## src/rtl/fifo_rd_unpacker.sv

```systemverilog
// rtl/fifo_rd_unpacker.sv - FIFO read unpacker: IN_W line to OUT_W valid/ready beats
//
// Reads 128-bit lines from a sync FIFO with 1-cycle read latency. It holds up to two lines,
// counting lines in flight, and emits each line as IN_W/OUT_W beats, LSB beat first.
// The optional o_tpar port is enabled by the macro FIFO_UNPACK_PARITY_EN.
//
// Ports:
//   clk, reset   single clock, synchronous active-high reset
//   o_rden       FIFO read strobe (combinational, never while i_empty)
//   i_empty      FIFO empty flag
//   i_rddata     FIFO read data, valid the cycle after o_rden
//   o_tdata      beat data, zero while o_tvalid is low
//   o_tvalid     beat valid
//   i_tready     sink ready
//   o_tlast      final beat of a line
//   i_flush      drop buffered lines and any in-flight read
//   o_busy       line buffered, read in flight, or dropped return pending
//   o_tpar       even parity of o_tdata (FIFO_UNPACK_PARITY_EN only)
module fifo_rd_unpacker #(
    parameter int IN_W  = 128,
    parameter int OUT_W = 32
) (
    input  logic             clk,
    input  logic             reset,
    output logic             o_rden,
    input  logic             i_empty,
    input  logic [IN_W-1:0]  i_rddata,
    output logic [OUT_W-1:0] o_tdata,
    output logic             o_tvalid,
    input  logic             i_tready,
    output logic             o_tlast,
    input  logic             i_flush,
    output logic             o_busy
`ifdef FIFO_UNPACK_PARITY_EN
    ,
    output logic             o_tpar
`endif
);

    localparam int BEATS = IN_W / OUT_W;
    localparam int IDX_W = (BEATS > 1) ? $clog2(BEATS) : 1;
    localparam logic [IDX_W-1:0] LAST_IDX = IDX_W'(BEATS - 1);

    generate
        if ((IN_W % OUT_W) != 0 || BEATS < 2) begin : g_bad_cfg
            $error("fifo_rd_unpacker: IN_W must be a multiple of OUT_W with at least two beats");
        end
    endgenerate

    typedef enum logic [1:0] {
        EMPTY = 2'd0,
        ONE   = 2'd1,
        TWO   = 2'd2
    } occ_t;

    occ_t             r_occ;
    logic             r_pending;
    logic             r_discard;
    logic [IDX_W-1:0] r_idx;
    logic [IN_W-1:0]  r_head;
    logic [IN_W-1:0]  r_tail;

    occ_t             w_occ_next;
    logic [1:0]       w_inflight;
    logic             w_xfer;
    logic             w_retire;
    logic             w_capture;
    logic             w_cap_to_head;

    // Buffered plus in-flight lines; capped at two so a capture always finds a free slot.
    assign w_inflight = r_occ + {1'b0, r_pending};
    assign o_rden     = !reset && !i_empty && !i_flush && (w_inflight < 2'd2);

    assign o_tvalid   = (r_occ != EMPTY);
    assign o_tdata    = o_tvalid ? r_head[r_idx*OUT_W +: OUT_W] : '0;
    assign o_tlast    = o_tvalid && (r_idx == LAST_IDX);
    assign o_busy     = o_tvalid || r_pending || r_discard;

`ifdef FIFO_UNPACK_PARITY_EN
    assign o_tpar     = ^o_tdata;
`endif

    assign w_xfer     = o_tvalid && i_tready;
    assign w_retire   = w_xfer && o_tlast;
    // A flush in the return cycle drops the returning line instead of capturing it.
    assign w_capture  = r_pending && !i_flush;
    // The returning line lands in the head slot when the head is empty or is being retired.
    assign w_cap_to_head = (r_occ == EMPTY) || ((r_occ == ONE) && w_retire);

    always_comb begin
        w_occ_next = r_occ;
        if (w_retire && !w_capture) begin
            w_occ_next = (r_occ == TWO) ? ONE : EMPTY;
        end else if (w_capture && !w_retire) begin
            w_occ_next = (r_occ == EMPTY) ? ONE : TWO;
        end
    end

    always_ff @(posedge clk) begin
        if (reset) begin
            r_occ     <= EMPTY;
            r_pending <= 1'b0;
            r_discard <= 1'b0;
            r_idx     <= '0;
        end else begin
            r_pending <= o_rden;
            // Flags the cycle after a flush that swallowed a returning line.
            r_discard <= i_flush && r_pending;
            if (i_flush) begin
                r_occ <= EMPTY;
                r_idx <= '0;
            end else begin
                r_occ <= w_occ_next;
                if (w_retire) begin
                    r_idx  <= '0;
                    r_head <= r_tail;
                end else if (w_xfer) begin
                    r_idx <= r_idx + 1'b1;
                end
                // Placed after the shift so a same-cycle capture into the head wins.
                if (w_capture) begin
                    if (w_cap_to_head) begin
                        r_head <= i_rddata;
                    end else begin
                        r_tail <= i_rddata;
                    end
                end
            end
        end
    end

    always @(posedge clk) begin
        if (!reset) begin
            assert (!(w_capture && r_occ == TWO));
        end
    end

endmodule

```

## config.mk

```make
export PLATFORM = sky130hd
export DESIGN_NAME = fifo_rd_unpacker
export DESIGN_NICKNAME = d
export VERILOG_FILES = /design/src/rtl/fifo_rd_unpacker.sv
export SDC_FILE = /design/constraint.sdc
export NUM_CORES = 1
export LEC_CHECK = 0
export CAP_MARGIN = 20
export CELL_PAD_IN_SITES_DETAIL_PLACEMENT = 1
export CELL_PAD_IN_SITES_GLOBAL_PLACEMENT = 2
export CORE_ASPECT_RATIO = 0.75
export CORE_MARGIN = 10
export CORE_UTILIZATION = 46
export CTS_CLUSTER_SIZE = 30
export DETAILED_ROUTE_END_ITERATION = 16
export GPL_ROUTABILITY_DRIVEN = 0
export PLACE_DENSITY = 0.83
export REMOVE_ABC_BUFFERS = 1
export SLEW_MARGIN = 20
export SYNTH_ARGS = -nofsm -noshare
export SYNTH_HDL_FRONTEND = slang
export SYNTH_SLANG_ARGS = --single-unit
```

## constraint.sdc

```tcl
create_clock -name clk -period 19.9 [get_ports clk]
set_input_delay 1.99 -clock clk [delete_from_list [all_inputs] [get_ports clk]]
set_output_delay 1.99 -clock clk [all_outputs]
set_load 0.02 [all_outputs]
```

======== After elaboration in Yosys (flattened, before gate mapping) ========
Index checks and enable logic that the tools add are counted.
word-level totals
  bits in registers ....................... 262
  latch bits .............................. 0
  RAM bits ................................ 0
  memory bits (read-only) ................. 0
  bits of input ports ..................... 133
  output and inout port bits .............. 36
  word-level logic and storage cells ...... 50
  memories ................................ 0
operators by class
  add/subtract/negate cells ............... 2
  $mul .................................... 0
  div/mod/pow operators ................... 0
  order comparisons ....................... 1
  eq/ne operators ......................... 3
  shifts and indexed selects .............. 1
  multiplexer cells ....................... 8
  bitwise operators ....................... 3
  reduce and logical (&&, ||, !) cells .... 26
operator list
  operator                                              count
  2-to-1 mux 128 bit                                    3
  indexed part select 128 x 8 -> 32 bit                 1
  2-to-1 mux 32 bit                                     1
  logical AND 1 bit                                     11
  2-to-1 mux 2 bit                                      3
  zero test 1 bit                                       5
  equality test 2 bit (second input constant)           2
  AND reduction 4 bit                                   1
  nonzero test 2 bit                                    2
  logical OR 1 bit                                      3
  inverter 1 bit                                        3
  OR reduction 3 bit                                    1
  adder 2 x 1 -> 2 bit                                  1
  adder 2 x 1 -> 2 bit (second input constant)          1
  equality test 2 x 1 -> 1 bit (second input constant)  1
  zero test 2 bit                                       1
  less-than comparator 2 bit (second input constant)    1
  AND reduction 2 bit                                   1
  OR reduction 2 bit                                    1
  2-to-1 mux 1 bit                                      1

======== Logic depth before layout (Yosys ltp) ========
  depth after elaboration ................. 7
  mapped depth ............................ 9
  mapped depth without buffers ............ 7

======== Worst setup path before layout ========
Ideal clock, no wire load.
  path kind ............................... input to register
  start ................................... input port i_flush
  end ..................................... register r_tail[0], enable pin
  library setup time ...................... 0.617 ns
  data arrival time ....................... 10.507 ns
  data required time ...................... 19.283 ns
  setup slack ............................. 8.776 ns
  stages on the path ...................... 5
  path buffers ............................ 1
  cells stage by stage .................... or2_2 -> clkbuf_1 -> inv_1 -> nand2_1 -> nor2_1
on the way
  cells in the longest elaborated chain, start to end .. 3
  elaborated cells on any way between the ends .. 4
  those cells by class .................... 1 x bitwise; 3 x reduce/logical
ends and longest elaborated chain
  element                          line  RTL
  start: declaration               32    input logic i_flush,
  zero test 1 bit                  86    assign w_capture = r_pending && !i_flush;
  logical AND 1 bit                86
  AND reduction 4 bit (no line) *  --
  end signal: assignment           125   r_tail <= i_rddata;
  end: declaration                 61    logic [IN_W-1:0] r_tail;
Every way passes the cells marked *; elsewhere a longest branch is shown, timed or not.
A chain may end at the register's enable or synchronous reset.

======== Worst setup path in the final report ========
  start ................................... input port i_flush
  end ..................................... output port o_rden
on the way
  cells in the longest elaborated chain, start to end .. 3
ends and longest elaborated chain
  element                         line  RTL
  zero test 1 bit                 72    assign o_rden = !reset && !i_empty && !i_flush && (w_inflight < 2'd2);
  logical AND 1 bit (2 in a row)  72
  end: declaration                25    output logic o_rden,
Every way passes these cells.

==> metrics <==
result of the run=finished, final reports clean; WL/cell=approximately 24 um; Area contributors post-synth=edfxtp_1 (59%), mux2_4 (24%), mux4_2 (5.5%); WP data arrival=3.70 ns; maximum clock rate=roughly 180 MHz; Synth top cells by count=edfxtp_1 (256), mux2_4 (209), mux2_2 (46), and2_1 (33), mux4_2 (32); Synth Register Bits=approximately 260; count of different cell masters after synthesis=27; Slew @ Worst Pin=about 1.1 ns; cts hold-fix bufs=0; Worst Hold Depth=2; GR Overflow Total=0; sequential power share=between 50% and 60%; vias in the first global route=~7.5k; RSZ-0062 raised after global routing=false; Tmin final=between 5 and 6 ns; Die Y=166 um; post-synthesis cell count=658; Final Hold Violating Endpoints=0; Comb pwr share=7.4%; top_reg_cell synth=edfxtp_1; port bufs=168; Worst Path Buf+Inv=2; CP Data Required Time=17.91 ns; via count=between 6k and 7k; Compound-Gate Fraction of Synth Area=less than 1%; slowest stage delay, CP=~0.65 ns; placed instance area=14900 um^2; initial core utilization=between 40% and 50%; Clk pin slew, worst setup/hold paths=approximately 0.06 ns; GR Util All Layers=between 10% and 20%; Adder-Cell Fraction of Synth Area=less than 1%; IO Count=169; Worst Skew=roughly 0.017 ns; Root Buffer=clkbuf_16; largest family of logic cells by synthesized area=multiplexers; Max Slew Vio Count=0; reg2reg setup slack=16.33 ns; Worst path slowest cell=clkdlybuf4s50_1; Internal=between 0.0009 and 0.001 W; Die W=about 210 um; setup violators final=0; Area growth syn-to-layout=20.8%; share of post-route cells with drive strength above 1=40.1%; leading area contributor after synthesis=edfxtp_1; post-CTS sizing=0; most frequent CP cell=clkdlybuf4s50_1; CTS buffer count=28; ANT nets after route=0; clk buf depth=3; ys async rst share=0%; row count=53; cell leakage power=between 6 and 7 nW; mux contribution to synthesized area=33.7%; Reg2Reg Depth=7; H-tree depth=1; First DRT Iteration DRCs=slightly above 400; core area=between 20000 and 30000 um^2; critical path endpoint category=output port; P per Cell Area=between 70 and 80 nW/um^2; worst skew pair latency=0.53 ns; setup_tns=0 ns; top-area cell type share of the netlist area=about three fifths; Max-Cap Viols=0; CP Class=input pin to output port; Synth Area in XOR/XNOR=0.202%; CP Cell Sequence=clkdlybuf4s50_1, or2_2, nor3_1, clkdlybuf4s50_1; Worst Path Max Fanout=7; Routed WL=just under 30 mm; vias per cell=around 5.3; CTS sink cnt=approximately 260; synth warn=0; Cell Area, Synth=~13000 um^2; Clk pwr share=between 40% and 50%; syn avg cell area=between 15 and 20 um^2; Die ar.=35500 um^2; Tcrit/Tclk final=~29%; maximum vdd ir drop=66.3 uV; Switching Share=about a fifth; Power, Total=~0.0012 W; most frequent cell after synthesis=edfxtp_1; worst hold path type=flip-flop to flip-flop; Slew headroom=about 29%; Synth Area in Simple Gates=roughly 2.3%; DPL Wire Length=about 19 mm; EDFF count, synth=approximately 260; critical path depth=4; CTS tree=yes; drt pass-1 iters=4; delay-heaviest family, CP=buffers and inverters; nets@finish=between 900 and 1k; drt drc=0; Seq/Total Area, Yosys=approximately three fifths; initial antenna violation count=1; largest net degree at the start of global routing=84; first-pass GRT wire length=about 46 mm; Layout fillers=between 2k and 2.5k; Switch Pwr=between 0.0002 and 0.00025 W; setup bufs post-CTS=0; CP Launch Type=input pin; Final Cell Area=about 16000 um^2
-- cell families (layout without fill, tap and decap cells) --
group,count (synthesis),after routing
xor+xnor,3,3
simple gates,52,52
other cells,0,1
flops,262,262
fa+ha+maj,2,2
mux,288,288
compound gates,7,7
buf+inv,44,232
-- per-stage QoR --
stage                     utilization [%]  cells  hold WS [ns]  setup WS (ns)
after detailed placement             53.1   1179         0.494          14.19
final                                56.2   1232         0.497          14.21
after global placement               53.1   1179         0.490          14.27
after CTS                            56.2   1231         0.503          14.19
after floorplan                         -    617         0.451           8.86
after global routing                 56.2   1232         0.537          14.16
-- state kept, by name, indices dropped and copies added, names as in the netlist --
name,cells
r_discard,1
r_head,128
r_idx,2
r_occ,2
r_pending,1
r_tail,128
-- path summary, 6_finish.rpt --
| kind | from | endpoint |
|---|---|---|
| worst min register to register | r_pending$_SDFF_PP0_ | r_discard$_SDFF_PP0_ |
| worst max register to register | r_idx[0]$_SDFFE_PP0P_ | r_occ[0]$_SDFFE_PN0P_ |
| worst max-delay path | i_flush | o_rden |
| worst min-delay path | r_pending$_SDFF_PP0_ | r_discard$_SDFF_PP0_ |
-- cell usage in the layout, fill, tap and decap left out, types with 2 or more instances in the layout --
| cell type | n |
|---|---|
| clkbuf_1 | 9 |
| nor2_1 | 2 |
| and2_1 | 33 |
| ha_1 | 2 |
| nor3_1 | 3 |
| clkdlybuf4s50_1 | 168 |
| or3_1 | 3 |
| clkinv_2 | 4 |
| mux2_2 | 46 |
| clkbuf_16 | 29 |
| mux4_2 | 32 |
| nand2_1 | 7 |
| a21oi_1 | 4 |
| buf_6 | 2 |
| mux2_4 | 209 |
| edfxtp_1 | 256 |
| dfxtp_1 | 4 |
| inv_1 | 2 |
| clkinv_1 | 8 |
| buf_4 | 7 |
| xor2_1 | 2 |
-- tightest hold or removal path, stage by stage, from the launching register on --
cell and delay (ns):
dfxtp_1 0.34, nand2_1 0.08, nor2_1 0.04
-- routing by layer --
metal | vias to the layer above | routed length, um | global-route usage (%)
li1 | 2930 | - | -
met4 | 0 | 361 | 3.14
met3 | 30 | 1480 | 3.33
met1 | 3428 | 13400 | 21.8
met2 | 165 | 14400 | 26.7
met5 | - | 0 | 0
-- layout make-up --
type / count / area, um^2 / area share, %
multi-input combinational: 352 / 4810 / 30.6
clock inverter: 14 / 91.3 / 0.581
antenna: 1 / 2.50 / 0.0159
sequential: 262 / 7810 / 49.7
timing repair buffer: 177 / 1760 / 11.2
clock buffer: 38 / 759 / 4.83
inverter: 3 / 16.3 / 0.103
tap: 385 / 482 / 3.06
-- power groups by stage --
stage	clock (W)	sequential [W]	combinational [W]
after floorplan	0	0.000636	0.0000487
after global placement	0	0.000636	0.0000851
after detailed placement	0	0.000637	0.0000888
after CTS	0.000501	0.000626	0.0000897
after global routing	0.000524	0.000627	0.0000944
final	0.000488	0.000626	0.0000887
No activity file was read; power rests on OpenSTA's default activity.
